**src/rtl/mips_wb_arbiter.sv**
```systemverilog
// rtl/mips_wb_arbiter.sv - register-file write-port arbiter between pipeline WB and a 2-entry multi-cycle result FIFO
`ifndef MIPS_RFIDX_WIDTH
`define MIPS_RFIDX_WIDTH 5
`endif
`ifndef MIPS_DATA_WIDTH
`define MIPS_DATA_WIDTH 32
`endif

module mips_wb_arbiter #(
  parameter int STARVE_MAX = 4
) (
  input  logic                         clk,
  input  logic                         rst,
  input  logic                         pipe_wb_en,
  input  logic [`MIPS_RFIDX_WIDTH-1:0] pipe_wb_idx,
  input  logic [`MIPS_DATA_WIDTH-1:0]  pipe_wb_dat,
  input  logic                         md_valid,
  output logic                         md_ready,
  input  logic [`MIPS_RFIDX_WIDTH-1:0] md_idx,
  input  logic [`MIPS_DATA_WIDTH-1:0]  md_dat,
  output logic                         pipe_stall,
  output logic                         wb_dest_en,
  output logic [`MIPS_RFIDX_WIDTH-1:0] wb_dest_idx,
  output logic [`MIPS_DATA_WIDTH-1:0]  wb_dest_dat,
  input  logic [`MIPS_RFIDX_WIDTH-1:0] chk_rs_idx,
  input  logic [`MIPS_RFIDX_WIDTH-1:0] chk_rt_idx,
  output logic                         chk_rs_pend,
  output logic                         chk_rt_pend,
  output logic [1:0]                   fifo_cnt
);

  localparam int IW = `MIPS_RFIDX_WIDTH;
  localparam int DW = `MIPS_DATA_WIDTH;
  localparam logic [3:0] STARVE_LIM  = 4'(STARVE_MAX);
  localparam logic [3:0] STARVE_TRIG = 4'(STARVE_MAX - 1);

  logic [IW-1:0] ent_idx [2];
  logic [DW-1:0] ent_dat [2];
  logic          rd_ptr;
  logic          wr_ptr;
  logic [1:0]    cnt_q;
  logic [3:0]    starve_q;
  logic          stall_q;
  logic [1:0]    ent_vld;
  logic          fifo_ne;
  logic          pipe_req;
  logic          push;
  logic          pop;

  // Index 0 is the hardwired zero register: such writes are never requests
  assign fifo_ne  = (cnt_q != 2'd0);
  assign md_ready = (cnt_q != 2'd2) & ~rst;
  assign push     = md_valid & md_ready & (md_idx != '0);
  assign pipe_req = pipe_wb_en & (pipe_wb_idx != '0);

  assign pipe_stall = stall_q;
  assign fifo_cnt   = cnt_q;

  // Port grant: a forced stall gives the FIFO head priority, otherwise the pipeline wins
  always_comb begin
    pop         = 1'b0;
    wb_dest_en  = 1'b0;
    wb_dest_idx = '0;
    wb_dest_dat = '0;
    if (!rst) begin
      if (stall_q && fifo_ne) begin
        pop         = 1'b1;
        wb_dest_en  = 1'b1;
        wb_dest_idx = ent_idx[rd_ptr];
        wb_dest_dat = ent_dat[rd_ptr];
      end else if (pipe_req) begin
        wb_dest_en  = 1'b1;
        wb_dest_idx = pipe_wb_idx;
        wb_dest_dat = pipe_wb_dat;
      end else if (fifo_ne) begin
        pop         = 1'b1;
        wb_dest_en  = 1'b1;
        wb_dest_idx = ent_idx[rd_ptr];
        wb_dest_dat = ent_dat[rd_ptr];
      end
    end
  end

  // Which of the two slots currently hold a queued result
  always_comb begin
    ent_vld          = '0;
    ent_vld[rd_ptr]  = fifo_ne;
    ent_vld[~rd_ptr] = (cnt_q == 2'd2);
  end

  assign chk_rs_pend = (chk_rs_idx != '0) &
                       ((ent_vld[0] & (ent_idx[0] == chk_rs_idx)) |
                        (ent_vld[1] & (ent_idx[1] == chk_rs_idx)));
  assign chk_rt_pend = (chk_rt_idx != '0) &
                       ((ent_vld[0] & (ent_idx[0] == chk_rt_idx)) |
                        (ent_vld[1] & (ent_idx[1] == chk_rt_idx)));

  // Slot payload storage; validity is tracked by the pointers and count
  always_ff @(posedge clk) begin
    if (push) begin
      ent_idx[wr_ptr] <= md_idx;
      ent_dat[wr_ptr] <= md_dat;
    end
  end

  // Circular-buffer pointers and occupancy
  always_ff @(posedge clk) begin
    if (rst) begin
      rd_ptr <= 1'b0;
      wr_ptr <= 1'b0;
      cnt_q  <= 2'd0;
    end else begin
      if (push) wr_ptr <= ~wr_ptr;
      if (pop)  rd_ptr <= ~rd_ptr;
      case ({push, pop})
        2'b10:   cnt_q <= cnt_q + 2'd1;
        2'b01:   cnt_q <= cnt_q - 2'd1;
        default: cnt_q <= cnt_q;
      endcase
    end
  end

  // Starvation counter: counts consecutive cycles the head waited for the port
  always_ff @(posedge clk) begin
    if (rst || pop || !fifo_ne) begin
      starve_q <= 4'd0;
    end else if (starve_q != STARVE_LIM) begin
      starve_q <= starve_q + 4'd1;
    end
  end

  // One-cycle stall request once the head has waited STARVE_MAX cycles
  always_ff @(posedge clk) begin
    if (rst) begin
      stall_q <= 1'b0;
    end else begin
      stall_q <= fifo_ne & ~pop & (starve_q == STARVE_TRIG);
    end
  end

endmodule

```
**config.mk**
```make
export PLATFORM = sky130hd
export DESIGN_NAME = mips_wb_arbiter
export DESIGN_NICKNAME = d
export VERILOG_FILES = /design/src/rtl/mips_wb_arbiter.sv
export SDC_FILE = /design/constraint.sdc
export NUM_CORES = 1
export LEC_CHECK = 0
export ABC_AREA = 1
export ABC_CLOCK_PERIOD_IN_PS = 3000
export CAP_MARGIN = 10
export CORE_ASPECT_RATIO = 0.75
export CORE_MARGIN = 1
export CORE_UTILIZATION = 43
export CTS_CLUSTER_DIAMETER = 50
export DETAILED_ROUTE_END_ITERATION = 7
export PLACE_DENSITY = 0.77
export SYNTH_ARGS = -nofsm -noshare
export SYNTH_HDL_FRONTEND = slang
export SYNTH_SLANG_ARGS = --single-unit
```
**constraint.sdc**
```tcl
create_clock -name clk -period 3 [get_ports clk]
set_input_delay 0.3 -clock clk [delete_from_list [all_inputs] [get_ports clk]]
set_output_delay 0.3 -clock clk [all_outputs]
set_load 0.05 [all_outputs]
```
### After elaboration in Yosys (flattened, before gate mapping)

Memory sizes are Yosys's and may differ from the RTL's. A register that Yosys moved wholly into a read port is not among the register bits.
Cells that the tools add are included.

* register bits: 9
* memory bits (writable): 74
* bits of input ports: 88
* output and inout port bits: 44
* logic and storage cells: 82
* memories: 2

Memory list
* ent_dat: depth 2, bits a word 32, read ports 1, clocked after Yosys merged registers in 1, write ports 1, RTL line 38 `logic [DW-1:0] ent_dat [2];`
* ent_idx: depth 2, bits a word 5, read ports 3, clocked after Yosys merged registers in 1, write ports 1, RTL line 37 `logic [IW-1:0] ent_idx [2];`

* add/sub/neg operators: 3
* magnitude comparators: 4
* eq/ne operators: 10
* muxes and demuxes: 27
* bitwise gates (word level): 19
* reductions and logical operators: 12

Operator list (count)
* $mux 32: 4
* $eq 5x5->1: 4
* $mux 5: 4
* $reduce_bool 5->1: 4
* $mux 1: 15
* $and 1x1->1: 12
* $add 4x1->4 const B: 1
* $eq 2x2->1 const B: 2
* $eq 4x2->1 const B: 1
* $lt 1x2->1 const B: 2
* $ne 4x3->1 const B: 1
* $not 1->1: 4
* $pmux 2 s2: 1
* $reduce_bool 2->1: 2
* $logic_and 1x1->1: 3
* $add 2x1->2 const B: 1
* $and 2x2->2: 1
* $bwmux 2: 1
* $demux 1 s1: 2
* $eq 2x1->1 const B: 1
* $ge 1x1->1 const B: 2
* $logic_or 1x1->1: 2
* $ne 2x2->1 const B: 1
* $or 1x1->1: 2
* 2 further kinds: 2

### Logic depth before layout (Yosys ltp)

Gate-level depths: netlist of the first run.

* depth after elaboration: 9
* depth in mapped cells: 12
* gate-level depth less buffers: 11

### Worst setup path after synthesis of the first run

OpenSTA, ideal clock, no wires.

* path type: register to register
* start: register cnt_q[0], in the netlist fifo_cnt[0]
* end: memory ent_dat[0][0] (netlist name) (enable)
* setup time: 0.431 ns
* arrival time: 2.816 ns
* required time: 2.569 ns
* setup slack: -0.248 ns
* cell stages (with the launch flop): 5
* path buffers: 0
* clock period less this slack: 3.248 ns
* cell sequence: dfxtp_1 -> nor2_1 -> nor3_1 -> nand2_1 -> nor2_1

* longest elaborated chain between the ends: 6

Ends and longest elaborated chain
* start: declaration: RTL line 41 `logic [1:0] cnt_q;`
* start signal: assignment: RTL line 116 `2'b10: cnt_q <= cnt_q + 2'd1;`
* start signal: assignment: RTL line 117 `2'b01: cnt_q <= cnt_q - 2'd1;`
* start signal: assignment: RTL line 118 `default: cnt_q <= cnt_q;`
* $ne 2x2->1: RTL line 52 `assign md_ready = (cnt_q != 2'd2) & ~rst;`
* $and 1x1->1: RTL line 52
* $and 1x1->1 (2 in series): RTL line 53 `assign push = md_valid & md_ready & (md_idx != '0);`
* $mux 1: RTL line 100 `if (push) begin`
* $mux 1 (not written as such): RTL line 102 `ent_dat[wr_ptr] <= md_dat;`
* end: declaration: RTL line 38

No other way between the ends.

### Worst setup path in the final report of the first run

* start: register cnt_q[1], in the netlist fifo_cnt[1]
* end: output port chk_rt_pend

* longest elaborated chain between the ends: 6
* elaborated cells on any way between the ends: 8
* those cells by class: 1 x eq/ne; 1 x mux; 5 x bitwise; 1 x reduce/logical

Ends and longest elaborated chain
* $reduce_bool 2->1: RTL line 51 `assign fifo_ne = (cnt_q != 2'd0);`
* $and 2x2->2 (no source line)
* $bwmux 2 *: RTL line 88 `ent_vld[~rd_ptr] = (cnt_q == 2'd2);`
* $and 1x1->1, on equally long branches: RTL line 95, 96
* $or 1x1->1 *: RTL line 95 `((ent_vld[0] & (ent_idx[0] == chk_rt_idx)) |`
* $and 1x1->1 *: RTL line 94 `assign chk_rt_pend = (chk_rt_idx != '0) &`
* end: declaration: RTL line 28 `output logic chk_rt_pend,`

Mark *: on every way between the ends. The rest lies on a longest branch, timed or not.

==> impl_metrics.ini, run 1 <==
[status]
outcome = completed

[setup_path]
cp_cell_sequence = inv_1 > nor2_1 > nor2_1 > nor2_1 > nand3_1 > a21oi_1 > clkdlybuf4s50_1
arrival_ns = 2.27
cpPeakStageDelay_ns = 0.82
crit_start = fifo_cnt[1]
regToRegStartpoint = fifo_cnt[0]
cp-start-kind = register
end_kind = primary output
worst-path-max-fanout = 4
r2r_end = fifo_cnt[1]
critPathSlowestCell = clkdlybuf4s50_1
crit_type = register to primary output
crit_path_frequent_cell = nor2_1
endpoint = chk_rt_pend
reg2reg_depth = 12
required_ns = 2.70
ff2ff_setup_slack_ns = 0.62

[drt]
finalWirelength_um = 10900
vias = 3903
drt_iter0_markers = 207
detail_route.wl_per_cell_um = 14.3
drtPass1Iterations = 5
ant_nets = 0
via_per_inst = 5.13
drc = 0

[final_layout]
layout-drive-gt1-share_pct = 12.6
n_antenna_cell = 0
final_cell_mix = 145 x nand2_1, 94 x clkdlybuf4s50_1, 74 x edfxtp_1
fin_util_pct = 66.0
nNetsFinal = 716
final_common_cell = nand2_1
syn_to_final_growth_pct = 47.3

[clock_tree]
clock_latency_ns = 0.33
path_clk_slew_ns = 0.06
cts_root_buf = clkbuf_16
cts_sinks = 84
htree_levels = 3
cts_tree = done
postCtsHoldBufs = 0
cts_resized = 0
clock_path_buffers = 2
cts_made_buffers = 9
post_cts_buffers = 0

[placement]
gp_congestion = 0.914
io_buffer_count = 131
place_hpwl_um = 7830

[logic_synthesis]
yosys_warnings = 0
syn_avg_cell_area_um2 = 8.74
netlist_area_um2 = 4360
syn_inst = 499
synth_seq_cells = 84
syn_nets = 590
ys_seq_area_share_pct = 55.6
synth_cell_types = 24

[power_and_ir_drop]
ir_drop_v = 0.000243
leakage_nw = 2.68
switching_share_pct = 28.9
p_total_w = 0.00313
powerDensity_nw_per_um2 = 487
p_seq_share_pct = 43.5
pwr-share-comb_pct = 25.8
p_clk_share_pct = 30.7
switching_power_w = 0.000906
p_int_w = 0.00222

[die]
dieArea_um2 = 10600
std_cell_rows = 31
pin_count = 132
fp.dieH_um = 89.2
die_w_um = 118
initial_core_util_pct = 44.8
core_um2 = 9740

[global_route]
grt_remaining_overflow = 0
grt_max_degree = 50
grt_pass1_wl_um = 16800
grt_antenna_before_repair = 0
grt_usage_pct = 20.5
grt_pass1_vias = 3692

[sta]
slew_viol_final = 0
worst_pin_slew_ns = 0.542
fmax_ghz = 0.390
period_share_pct = 85.5
max_slew_margin_pct = 63.8
hold_viol_final = 0
fin_worst_skew_ns = 0.00453
setup_viol = 0
setup_tns_ns = 0
rsz0062_at_grt = false
min_period_ns = 2.57

[worst_hold_path]
hold_path.class = register to register

[job]
maxCapViolCount = 0
[routing by layer]
metal	vias up	GRT usage (%)	part of all wire (%)
li1	1929	-	-
met1	1812	25.9	44
met2	149	35.4	48
met3	13	4.85	7.3
met4	0	6.53	0.84
met5	-	0	0
[sequential cells by signal, summed over array words and instances (netlist names), named ones only]
name and cells:
ent_dat 64, ent_idx 10, starve_q 4, fifo_cnt 2
pipe_stall 1, rd_ptr 1, wr_ptr 1
[worst max-delay path: cells and delay by family (launching register included)]
kind,cells,cell delay (ns)
compound gates,1,0.16
buf+inv,2,0.91
simple gates,4,0.49
flops,1,0.40
[synthesized netlist by cell type, drive strengths merged]
cell type	n	area (µm²)
ha	3	37.5
o21ai	41	205
clkbuf	10	37.5
buf	18	115
nor2	29	111
dfxtp	10	200
nand4	38	238
nand3b	1	7.51
nand3	49	300
nor3	4	20.0
xor2	4	35.0
edfxtp	74	2220
nand2	146	551
inv	65	244
a21oi	6	30.0
a31oi	1	6.26
[metrics by stage]
stage | area [µm²] | setup WS [ns] | instances | hold slack [ns]
after global routing | 6420 | 0.279 | 761 | 0.527
final | 6420 | 0.434 | 761 | 0.495
after detailed placement | 6170 | 0.475 | 746 | 0.489
after CTS | 6420 | 0.417 | 761 | 0.499
after global placement | 6170 | 0.491 | 746 | 0.484
after floorplan | 4360 | 0.356 | 499 | 0.372
[power groups by stage]
| stage | clock network, W | registers (W) | logic (W) |
|---|---|---|---|
| 4_1_cts | 0.000978 | 0.00136 | 0.000809 |
| 3_5_place_dp | 0 | 0.00139 | 0.000805 |
| 6_report | 0.000962 | 0.00136 | 0.000807 |
| 5_1_grt | 0.00104 | 0.00137 | 0.000862 |
| 3_3_place_gp | 0 | 0.00138 | 0.000794 |
| 2_1_floorplan | 0 | 0.00138 | 0.000415 |
[cell type report]
| cell class | count | area (µm²) |
|---|---|---|
| Sequential cell | 84 | 2420 |
| Clock inverter | 5 | 30.0 |
| Fill cell | 783 | 3310 |
| Timing Repair Buffer | 143 | 1780 |
| Inverter | 65 | 244 |
| Multi-Input combinational cell | 322 | 1550 |
| Clock buffer | 10 | 229 |
| Tap cell | 132 | 165 |
[how the worst min path moves through the flow]
stage	startpoint	to	slack, ns	cells past startpoint
2_1_floorplan	rst	fifo_cnt[0]	0.37	1
3_3_place_gp	starve_q[3]	pipe_stall	0.48	3
3_5_place_dp	starve_q[3]	pipe_stall	0.49	3
4_1_cts	starve_q[3]	pipe_stall	0.50	3
5_1_grt	starve_q[3]	pipe_stall	0.53	3
6_report	starve_q[3]	pipe_stall	0.49	3
[cells by family (layout without fill, tap and decap cells)]
family / Yosys count / in the layout / share of synthesized area (%)
buf+inv: 93 / 223 / 9.10
fa+ha+maj: 3 / 3 / 0.861
xor+xnor: 4 / 4 / 0.803
compound gates: 48 / 48 / 5.54
flops: 84 / 84 / 55.6
simple gates: 267 / 267 / 28.1
Note: power is estimated with default switching activity, not from simulation.
==> inputs of run 2 (changes only) <==
Settings changed: CELL_PAD_IN_SITES_DETAIL_PLACEMENT set to 0, CELL_PAD_IN_SITES_GLOBAL_PLACEMENT set to 1, CORE_UTILIZATION 43 to 31, PLACE_DENSITY 0.77 to unset, PLACE_DENSITY_LB_ADDON set to 0.1, SETUP_SLACK_MARGIN set to 0.1.
==> impl_metrics.ini, run 2 (synthesized netlist as in run 1, its figures left out) <==
[clock_tree]
cts_made_buffers = 9
postCtsHoldBufs = 0
clock_path_buffers = 2
path_clk_slew_ns = 0.06
htree_levels = 3
cts_tree = done
cts_sinks = 84
cts_root_buf = clkbuf_16
clock_latency_ns = 0.34
post_cts_buffers = 0
cts_resized = 0

[status]
outcome = finished with violations
violations = design-rule violations

[sta]
setup_tns_ns = 0
hold_viol_final = 0
max_slew_margin_pct = 61.9
worst_pin_slew_ns = 0.571
fmax_ghz = 0.392
rsz0062_at_grt = false
period_share_pct = 85.1
slew_viol_final = 0
fin_worst_skew_ns = 0.00338
min_period_ns = 2.55
setup_viol = 0

[die]
std_cell_rows = 37
pin_count = 132
initial_core_util_pct = 31.8
core_um2 = 13700
dieArea_um2 = 14500
fp.dieH_um = 105
die_w_um = 139

[final_layout]
layout-drive-gt1-share_pct = 12.9
final_common_cell = nand2_1
largest_reg_flops = 64
nNetsFinal = 715
fillers = 1307
final_cell_mix = 145 x nand2_1, 94 x clkdlybuf4s50_1, 74 x edfxtp_1
regMostFlops = ent_dat
n_antenna_cell = 0
multi_input_area_um2 = 1550
final_area_um2 = 6510
ff_latch_area_um2 = 2420
syn_to_final_growth_pct = 49.3
largestRegisters = ent_dat: 64 flops, ent_idx: 10 flops, starve_q: 4 flops

[global_route]
grt_antenna_before_repair = 0
grt_pass1_vias = 3780
grt_pass1_wl_um = 19600
grt_remaining_overflow = 0
grt_usage_pct = 17.6
grt_max_degree = 53

[setup_path]
arrival_ns = 2.25
worstSetupPathDepth = 9
reg2reg_depth = 10
critPathTopFamily = simple AND/OR/NAND/NOR gates
crit_type = register to primary output
crit_path_frequent_cell = inv_2
worst-path-max-fanout = 23
cpPeakStageDelay_ns = 0.39
cp_cell_sequence = nor2_2 > inv_2 > nand2_2 > nand3_2 > inv_2 > buf_4 > nand3_1 > nand2_1 > buf_12
endpoint = wb_dest_idx[2]
ff2ff_setup_slack_ns = 0.60
cp-start-kind = register
critPathSlowestCell = dfxtp_1
required_ns = 2.70
crit_start = fifo_cnt[0]
cp_num_buf_inv = 4
r2r_end = fifo_cnt[1]
regToRegStartpoint = fifo_cnt[0]
end_kind = primary output

[drt]
detail_route.wl_per_cell_um = 15.2
vias = 3802
drc = 9
via_per_inst = 4.73
finalWirelength_um = 12200
ant_nets = 0
drtPass1Iterations = 8
drt_iter0_markers = 262

[power_and_ir_drop]
ir_drop_v = 0.000261
leakage_nw = 2.68
powerDensity_nw_per_um2 = 492

[placement]
gp_congestion = 0.812
io_buffer_count = 131
placed_area_um2 = 6240
place_hpwl_um = 8810

[job]
maxCapViolCount = 0

[worst_hold_path]
hold_path.class = register to register
==> run 2: changes by cell type in the layout (fill, tap and decap cells not counted), sizes merged <==
| cell | delta |
|---|---|
| clkbuf | +2 |
| clkinvlp | +2 |
| buf | -1 |
| clkinv | -3 |
==> run 2: worst min path at each step <==
| stage | start | endpoint | slack, ns | cells past startpoint |
|---|---|---|---|---|
| finish | starve_q[3] | pipe_stall | 0.51 | 3 |
| global route | md_dat[20] | ent_dat[0][20] | 0.53 | 1 |
| CTS | starve_q[3] | pipe_stall | 0.51 | 3 |
| detailed placement | starve_q[3] | pipe_stall | 0.50 | 3 |
| global placement | starve_q[3] | pipe_stall | 0.50 | 3 |
| floorplan | rst | fifo_cnt[0] | 0.37 | 1 |
==> run 2: layout make-up <==
class / instances / share of cell area [%]
Clock buffer: 12 / 3.79
Clock inverter: 4 / 0.384
Inverter: 65 / 3.75
Multi-Input combinational cell: 322 / 23.8
Sequential cell: 84 / 37.2
Tap cell: 175 / 3.36
Timing Repair Buffer: 142 / 27.7
==> run 2: metrics by stage <==
| stage | power, W | setup slack, ns | utilization (%) | hold slack (ns) | cells |
|---|---|---|---|---|---|
| 2_1_floorplan | 0.00180 | 0.356 | - | 0.372 | 499 |
| 3_3_place_gp | 0.00221 | 0.454 | 45.5 | 0.496 | 788 |
| 3_5_place_dp | 0.00221 | 0.488 | 45.5 | 0.499 | 788 |
| 4_1_cts | 0.00323 | 0.410 | 47.5 | 0.510 | 804 |
| 5_1_grt | 0.00334 | 0.274 | 47.5 | 0.530 | 804 |
| 6_report | 0.00320 | 0.447 | 47.5 | 0.508 | 804 |
==> run 2: per-layer routing <==
| layer | GRT usage [%] | part of all wire (%) |
|---|---|---|
| met3 | 4.45 | 6.7 |
| met2 | 26.9 | 43 |
| met5 | 0 | 0 |
| met1 | 24.5 | 49 |
| met4 | 5.16 | 1.1 |
==> run 2: tightest hold or removal path: cells and delay by family (launching register included) <==
kind	cells	cell delay, ns
flops	1	0.33
simple gates	3	0.14
==> run 2: power by group <==
part / switching [W] / total, W / leakage [nW] / internal (W)
sequential: 0.0000392 / 0.00137 / 0.760 / 0.00133
clock: 0.000438 / 0.00102 / 0.129 / 0.000581
combinational: 0.000468 / 0.000818 / 1.79 / 0.000350
total: 0.000945 / 0.00320 / 2.68 / 0.00226
==> inputs of run 3 (changes only) <==
Settings changed: CORE_ASPECT_RATIO 0.75 to 0.8, SETUP_SLACK_MARGIN 0.1 to 0.5.
==> impl_metrics.ini, run 3 (synthesized netlist as in run 1, its figures left out) <==
[status]
outcome = completed

[placement]
io_buffer_count = 131
gp_congestion = 0.811
place_hpwl_um = 8260
placed_area_um2 = 6230

[sta]
fin_worst_skew_ns = 0.00529
hold_viol_final = 0
fmax_ghz = 0.432
rsz0062_at_grt = false
slew_viol_final = 0
worst_pin_slew_ns = 0.633
min_period_ns = 2.31
setup_tns_ns = 0
setup_viol = 0
period_share_pct = 77.1
max_slew_margin_pct = 57.8

[drt]
drt_iter0_markers = 148
finalWirelength_um = 11700
drc = 0
via_per_inst = 4.61
ant_nets = 0
detail_route.wl_per_cell_um = 14.5
vias = 3738
drtPass1Iterations = 4

[die]
core_um2 = 13600
std_cell_rows = 38
die_w_um = 135
dieArea_um2 = 14500
pin_count = 132
fp.dieH_um = 108
initial_core_util_pct = 32.0

[clock_tree]
cts_made_buffers = 9
cts_sinks = 84
path_clk_slew_ns = 0.06
cts_root_buf = clkbuf_16
clock_latency_ns = 0.34
cts_tree = done
clock_path_buffers = 2
htree_levels = 3
postCtsHoldBufs = 0

[final_layout]
multi_input_area_um2 = 1550
layout-drive-gt1-share_pct = 12.7
largest_reg_flops = 64
largestRegisters = ent_dat: 64 flops, ent_idx: 10 flops, starve_q: 4 flops
final_area_um2 = 6490
final_cell_mix = 145 x nand2_1, 92 x clkdlybuf4s50_1, 74 x edfxtp_1
regMostFlops = ent_dat
nNetsFinal = 716
fillers = 1296
final_common_cell = nand2_1
syn_to_final_growth_pct = 48.9
ff_latch_area_um2 = 2420
n_antenna_cell = 0

[setup_path]
cp-start-kind = input pin
crit_type = input pin to primary output
critPathSlowestCell = clkdlybuf4s50_1
crit_start = chk_rt_idx[0]
endpoint = chk_rt_pend
regToRegStartpoint = fifo_cnt[0]
worstSetupPathDepth = 8
critPathTopFamily = buffers and inverters
cp_num_buf_inv = 3
cp_cell_sequence = clkdlybuf4s50_1 > inv_1 > nand2_1 > nand2_1 > nor2_1 > nand3_1 > a21oi_1 > dlygate4sd2_1
worst-path-max-fanout = 4
ff2ff_setup_slack_ns = 0.91
cpPeakStageDelay_ns = 0.55
end_kind = primary output
required_ns = 2.70
arrival_ns = 2.01
reg2reg_depth = 10
r2r_end = fifo_cnt[1]
crit_path_frequent_cell = nand2_1

[power_and_ir_drop]
powerDensity_nw_per_um2 = 488
ir_drop_v = 0.000336
leakage_nw = 2.69

[global_route]
grt_pass1_wl_um = 18800
grt_usage_pct = 17.2
grt_max_degree = 45
grt_remaining_overflow = 0
grt_antenna_before_repair = 0
grt_pass1_vias = 3617

[job]
maxCapViolCount = 0

[worst_hold_path]
hold_path.class = register to register
-- run 3: repair_timing --
item                       CTS  global route
setup buffers                0             0
resized for setup            2             2
setup endpoints to repair    2            12
-- run 3: worst min-delay path by stage --
stage | startpoint | endpoint | slack (ns) | cells past startpoint
global placement | starve_q[3] | pipe_stall | 0.49 | 3
finish | rd_ptr | register | 0.51 | 2
CTS | rd_ptr | register | 0.51 | 2
global route | md_dat[29] | ent_dat[0][29] | 0.53 | 1
detailed placement | rd_ptr | register | 0.51 | 2
floorplan | rst | fifo_cnt[0] | 0.37 | 1
-- run 3: cell type report --
type | instances | area share, %
Multi-Input combinational cell | 322 | 23.9
Timing Repair Buffer | 143 | 27.4
Inverter | 65 | 3.80
Clock inverter | 3 | 0.231
Clock buffer | 13 | 3.86
Tap cell | 180 | 3.47
Sequential cell | 84 | 37.3
-- run 3: stage by stage --
stage	hold WS (ns)	worst slack, ns	power [W]	util [%]	instances
CTS	0.514	0.625	0.00322	47.6	810
floorplan	0.372	0.598	0.00180	-	499
global placement	0.486	0.389	0.00220	45.6	794
detailed placement	0.506	0.395	0.00221	45.6	794
finish	0.509	0.687	0.00317	47.6	810
global route	0.526	0.538	0.00332	47.6	810
-- run 3: where the power goes --
| group | internal [W] | switching (W) | total, W | leakage (nW) |
|---|---|---|---|---|
| clock network | 0.000579 | 0.000417 | 0.000996 | 0.133 |
| logic | 0.000348 | 0.000460 | 0.000808 | 1.79 |
| registers | 0.00133 | 0.0000396 | 0.00137 | 0.760 |
| total | 0.00225 | 0.000917 | 0.00317 | 2.69 |
-- run 3: routing by layer --
| layer | share of wire (%) | routed length [µm] | up-vias | track usage, % |
|---|---|---|---|---|
| met1 | 47 | 5490 | 1701 | 22.6 |
| met5 | 0 | 0 | - | 0 |
| li1 | - | - | 1928 | - |
| met4 | 1.2 | 146 | 0 | 5.78 |
| met2 | 46 | 5340 | 97 | 27.0 |
| met3 | 6.4 | 756 | 12 | 5.25 |
-- run 3: worst reg2reg max path, delay by kind of cell (launching register included) --
family / cells / cell delay, ns
buf+inv: 2 / 0.49
flops: 1 / 0.48
compound gates: 4 / 0.43
simple gates: 3 / 0.34
fa+ha+maj: 1 / 0.25
